$ cat src/rtl/jt900h_prefetch.sv
`default_nettype none
// ============================================================================
//  Module   : jt900h_prefetch
//  Purpose  : JT900H instruction prefetch queue. Fetches 16-bit words into an
//             8-byte queue and presents the four head bytes to the controller.
//  Revision : 1.0 - initial release
// ============================================================================
module jt900h_prefetch #(
  parameter logic [23:0] PC_RST = 24'h000000
) (
  input  logic        clk,
  input  logic        rst,
  input  logic        cen,
  input  logic [1:0]  fetched,
  input  logic        pc_we,
  input  logic [23:0] pc_din,
  output logic [31:0] op,
  output logic        op_ok,
  output logic [23:0] pc,
  output logic [23:0] bus_addr,
  output logic        bus_rd,
  input  logic [15:0] bus_din,
  input  logic        bus_ok
);

  logic [63:0] r_qbuf;
  logic [3:0]  r_cnt;
  logic [22:0] r_faddr;
  logic        r_skip;
  logic [23:0] r_pc;
  logic        r_rd;
  logic        r_op_ok;

  logic        w_take;
  logic [1:0]  w_fet;
  logic [3:0]  w_cnt_mid;
  logic [3:0]  w_app_n;
  logic [15:0] w_app_data;
  logic [63:0] w_shifted;
  logic [63:0] w_ins;
  logic [63:0] w_qbuf_next;
  logic [3:0]  w_cnt_next;

  assign w_take = r_rd & bus_ok;

  // An over-consuming controller is clamped to whatever is actually queued
  assign w_fet      = ({2'b00, fetched} > r_cnt) ? r_cnt[1:0] : fetched;
  assign w_cnt_mid  = r_cnt - {2'b00, w_fet};
  assign w_app_n    = w_take ? (r_skip ? 4'd1 : 4'd2) : 4'd0;
  assign w_app_data = !w_take ? 16'h0000 :
                      r_skip  ? {8'h00, bus_din[15:8]} : bus_din;

  // Bytes past the valid count stay zero, so a plain OR merges the new data
  assign w_shifted   = r_qbuf >> {w_fet, 3'b000};
  assign w_ins       = {48'h0, w_app_data} << {w_cnt_mid, 3'b000};
  assign w_qbuf_next = w_shifted | w_ins;
  assign w_cnt_next  = w_cnt_mid + w_app_n;

  always_ff @(posedge clk) begin
    if (rst) begin
      r_qbuf  <= 64'h0;
      r_cnt   <= 4'd0;
      r_faddr <= PC_RST[23:1];
      r_skip  <= PC_RST[0];
      r_pc    <= PC_RST;
      r_rd    <= 1'b0;
      r_op_ok <= 1'b0;
    end else if (cen) begin
      if (pc_we) begin
        r_qbuf  <= 64'h0;
        r_cnt   <= 4'd0;
        r_faddr <= pc_din[23:1];
        r_skip  <= pc_din[0];
        r_pc    <= pc_din;
        r_rd    <= 1'b0;
        r_op_ok <= 1'b0;
      end else begin
        r_qbuf  <= w_qbuf_next;
        r_cnt   <= w_cnt_next;
        r_pc    <= r_pc + {22'd0, w_fet};
        if (w_take) begin
          r_faddr <= r_faddr + 23'd1;
          r_skip  <= 1'b0;
        end
        // Requesting only while a full word is guaranteed to fit
        r_rd    <= (w_cnt_next <= 4'd6);
        r_op_ok <= (w_cnt_next >= 4'd4);
      end
    end
  end

  always_ff @(posedge clk) begin
    if (!rst && cen && !pc_we) begin
      assert ({2'b00, fetched} <= r_cnt)
        else $error("jt900h_prefetch: fetched=%0d exceeds queued bytes=%0d", fetched, r_cnt);
    end
  end

  assign op       = r_qbuf[31:0];
  assign op_ok    = r_op_ok;
  assign pc       = r_pc;
  assign bus_addr = {r_faddr, 1'b0};
  assign bus_rd   = r_rd;

endmodule
`default_nettype wire

$ cat config.mk
export PLATFORM = sky130hd
export DESIGN_NAME = jt900h_prefetch
export DESIGN_NICKNAME = d
export VERILOG_FILES = /design/src/rtl/jt900h_prefetch.sv
export SDC_FILE = /design/constraint.sdc
export NUM_CORES = 1
export LEC_CHECK = 0
export CORE_MARGIN = 4
export CORE_UTILIZATION = 50
export DETAILED_ROUTE_END_ITERATION = 16
export PLACE_DENSITY = 0.77
export SKIP_CTS_REPAIR_TIMING = 1
export SYNTH_ARGS = -nofsm -noshare
export SYNTH_HDL_FRONTEND = slang
export SYNTH_SLANG_ARGS = --single-unit
$ cat constraint.sdc
create_clock -name clk -period 8.6 [get_ports clk]
set_clock_uncertainty 0.05 [all_clocks]
set_input_delay 1.72 -clock clk [delete_from_list [all_inputs] [get_ports clk]]
set_output_delay 1.72 -clock clk [all_outputs]
set_load 0.02 [all_outputs]
==> results.yml <==
worst_setup_path:
  cp_slowest_cell: "buf_4"
  reg2reg_to: "pc[20]"
  worstPathCellList: "clkdlybuf4s50_1, ha_1, nor2b_1, o21ai_4, mux2i_4, inv_2, buf_4, ha_1, ha_1, inv_1, o211ai_1, nand3_1, or4_1, a31oi_1"
  r2r-start: "r_cnt[1]"
  arrival_ns: 6.12
  cpMostUsedCell: "ha_1"
  critPathMaxFanout: 56
  max_stage_delay_ns: 0.65
  crit_end: "pc[20]"
  crit_start: "fetched[1]"
  crit_required_ns: 8.90
  start_kind: "primary input"
  path_class: "in2reg"
  r2r_setup_slack_ns: 4.09
  worstSetupEndpointType: "flop"
  rr_worst_depth: 14
worst_hold_path:
  hold_class: "reg2reg"
yosys:
  synthTopCellsByCount: "143 x nand2_1, 118 x dfxtp_1, 81 x o21ai_0, 50 x clkbuf_1, 46 x nor2_1"
  synthTopCellsByArea: "dfxtp_1 30%, nand2_1 6.9%, o21ai_0 5.2%"
  syn_inst: 973
  syn_nets: 1030
  synth-seq-cells: 118
  synth.most_common_cell: "nand2_1"
  synth_edf_count: 0
  yosys_warnings: 0
  syn_area_per_cell_um2: 8.02
  ys_types: 74
  synth_area_um2: 7800
  synth-seq-area-share_pct: 30.3
  synth_top_area_cell: "dfxtp_1"
  async_reset_ff_share_pct: 0
  ys.flop_type: "dfxtp_1"
  yosys.area.top_type_share_pct: 30.3
die:
  start_util_pct: 51.1
  io_pins: 129
  core_um2: 15300
  rows: 45
  dieArea_um2: 17700
  die_h_um: 133
  die_w_um: 133
status:
  outcome: "complete, no violations"
power:
  switching_share_pct: 30.5
  p_leak_nw: 3.21
  vdd_ir_drop_max_mv: 0.161
  p_sw_mw: 0.559
  powerDensity_nw_per_um2: 191
  p_clk_share_pct: 43.6
  p_int_mw: 1.27
  pwr-share-comb_pct: 23.5
  finalPower_mw: 1.83
  seqPwrFrac_pct: 32.8
timing:
  fin_ws_ns: 2.78
  rsz0062_at_grt: "no"
  worst_pin_slew_ns: 1.06
  hold_viol_final: 0
  max-slew-margin-rel_pct: 29.4
  fmax_ghz: 0.172
  setup_tns_ns: 0
  period_share_pct: 67.7
  slew_viol_final: 0
  setup_viol: 0
  fin_crit_ns: 5.82
final_layout:
  fin_nets: 1090
  n_fill_cell: 1299
  syn_to_final_growth_pct: 22.9
  layout.cells.non_filler: 1256
  antenna_cells: 0
  drive_gt1_share_pct: 10.0
  fin_util_pct: 62.8
global_route:
  grt_max_degree: 63
  overflow: 0
  grtUsageMet2_pct: 44.8
  busiest_layer: "met2"
  grt_pass1_vias: 7743
  met3_usage_pct: 5.55
  grt_usage_pct: 28.7
  grt_pass1_wl_um: 41100
  antenna_found_initial: 0
  use_met1_pct: 38.3
routing:
  postRouteAntennaNets: 0
  via_count: 8238
  drc_errors: 0
  vias_per_cell: 6.56
  first_iter_violations: 1097
  wl_per_cell_um: 20.6
  dr.pass1.iters: 7
  wl_um: 25800
clock_tree:
  root_buffer: "clkbuf_16"
  htree_num_levels: 4
  cts_made_buffers: 17
  clk_pin_slew_worst_paths_ns: 0.05
  clock-sinks: 118
  cts_tree: "done"
  clock_latency_ns: 0.42
  clockBufferDepth: 2
placed_design:
  place_ws_ns: 2.37
  port_buffers: 127
  place_inst: 1225
  dp_hpwl_um: 17200
  globalplace.congestion: 0.947
run:
  maxCapViolCount: 0
[worst min-delay path by stage]
stage,startpoint,to,cells after the start
2_1_floorplan,r_qbuf[7],r_qbuf[7],1
3_3_place_gp,r_qbuf[7],r_qbuf[7],1
3_5_place_dp,r_qbuf[7],r_qbuf[7],1
4_1_cts,r_qbuf[7],r_qbuf[7],1
5_1_grt,r_qbuf[7],r_qbuf[7],1
6_report,r_qbuf[7],r_qbuf[7],1
[worst max-delay path: cells and delay by family]
kind	cells	cell delay, ns
AOI/OAI and AO/OA	3	0.50
adders and majority gates	3	0.97
buffers and inverters	4	1.38
muxes	1	0.28
and+or+nand+nor	3	1.19
[state kept, by name (all words and copies together) (netlist names)]
name     cells
r_cnt        4
op_ok        1
bus_rd       1
pc          24
r_qbuf      64
r_faddr     23
r_skip       1
[metrics by stage]
step | area (um2) | hold WS, ns
2_1_floorplan | 7800 | 0.409
3_3_place_gp | 8930 | 0.430
3_5_place_dp | 8930 | 0.426
4_1_cts | 9590 | 0.439
5_1_grt | 9590 | 0.462
6_report | 9590 | 0.437
[cell usage in the layout (no fill, tap or decap), types with 5 or more instances in the layout]
master	instances
nand2b_1	7
o21ai_0	81
o211ai_1	19
mux2i_1	35
and3_1	18
or4_1	8
bufinv_16	5
a311oi_1	6
a31oi_1	16
nand2_1	143
a32o_1	5
a41oi_1	9
o311ai_0	7
nand3_1	29
o31ai_1	8
inv_1	16
dfxtp_1	118
clkdlybuf4s50_1	126
nor2_1	44
nor3_1	26
clkbuf_16	17
nand4_1	15
mux2_2	21
ha_1	9
a211oi_1	11
nor4_1	9
a21o_1	8
or3_1	5
a221oi_1	5
a22oi_1	35
mux4_2	11
o221a_2	10
a21oi_1	42
buf_4	15
o21ai_1	16
[cell type report]
cell class | instances | area (um2) | share of cell area (%)
Clock buffer | 23 | 488 | 5.09
Clock inverter | 8 | 169 | 1.76
Inverter | 19 | 71.3 | 0.744
Multi-Input combinational cell | 735 | 4850 | 50.6
Sequential cell | 118 | 2360 | 24.6
Tap cell | 211 | 264 | 2.75
Timing Repair Buffer | 142 | 1380 | 14.4
[power groups by stage]
stage | logic [mW] | registers, mW | clock network (mW)
2_1_floorplan | 0.278 | 0.615 | 0
3_3_place_gp | 0.417 | 0.611 | 0
3_5_place_dp | 0.420 | 0.611 | 0
4_1_cts | 0.423 | 0.600 | 0.799
5_1_grt | 0.463 | 0.604 | 0.822
6_report | 0.431 | 0.602 | 0.800
[cells by family (layout without fill, tap and decap cells)]
group	count (synthesis)	count (layout)	share of synthesized area, %
other	1	1	0.0481
buffers and inverters	120	192	7.91
XOR/XNOR	5	5	0.561
adder cells (fa/ha/maj)	10	10	1.70
multiplexers	73	73	11.9
AND/OR/NAND/NOR	328	328	19.9
AO/OA/AOI/OAI	318	318	27.7
flip-flops	118	118	30.3
[metal layers]
layer / vias up / share of wire [%]
li1: 3787 / -
met4: 0 / 3.5
met2: 487 / 46
met3: 64 / 9.2
met5: - / 0
met1: 3900 / 41
No activity file was read; power rests on OpenSTA's default activity.
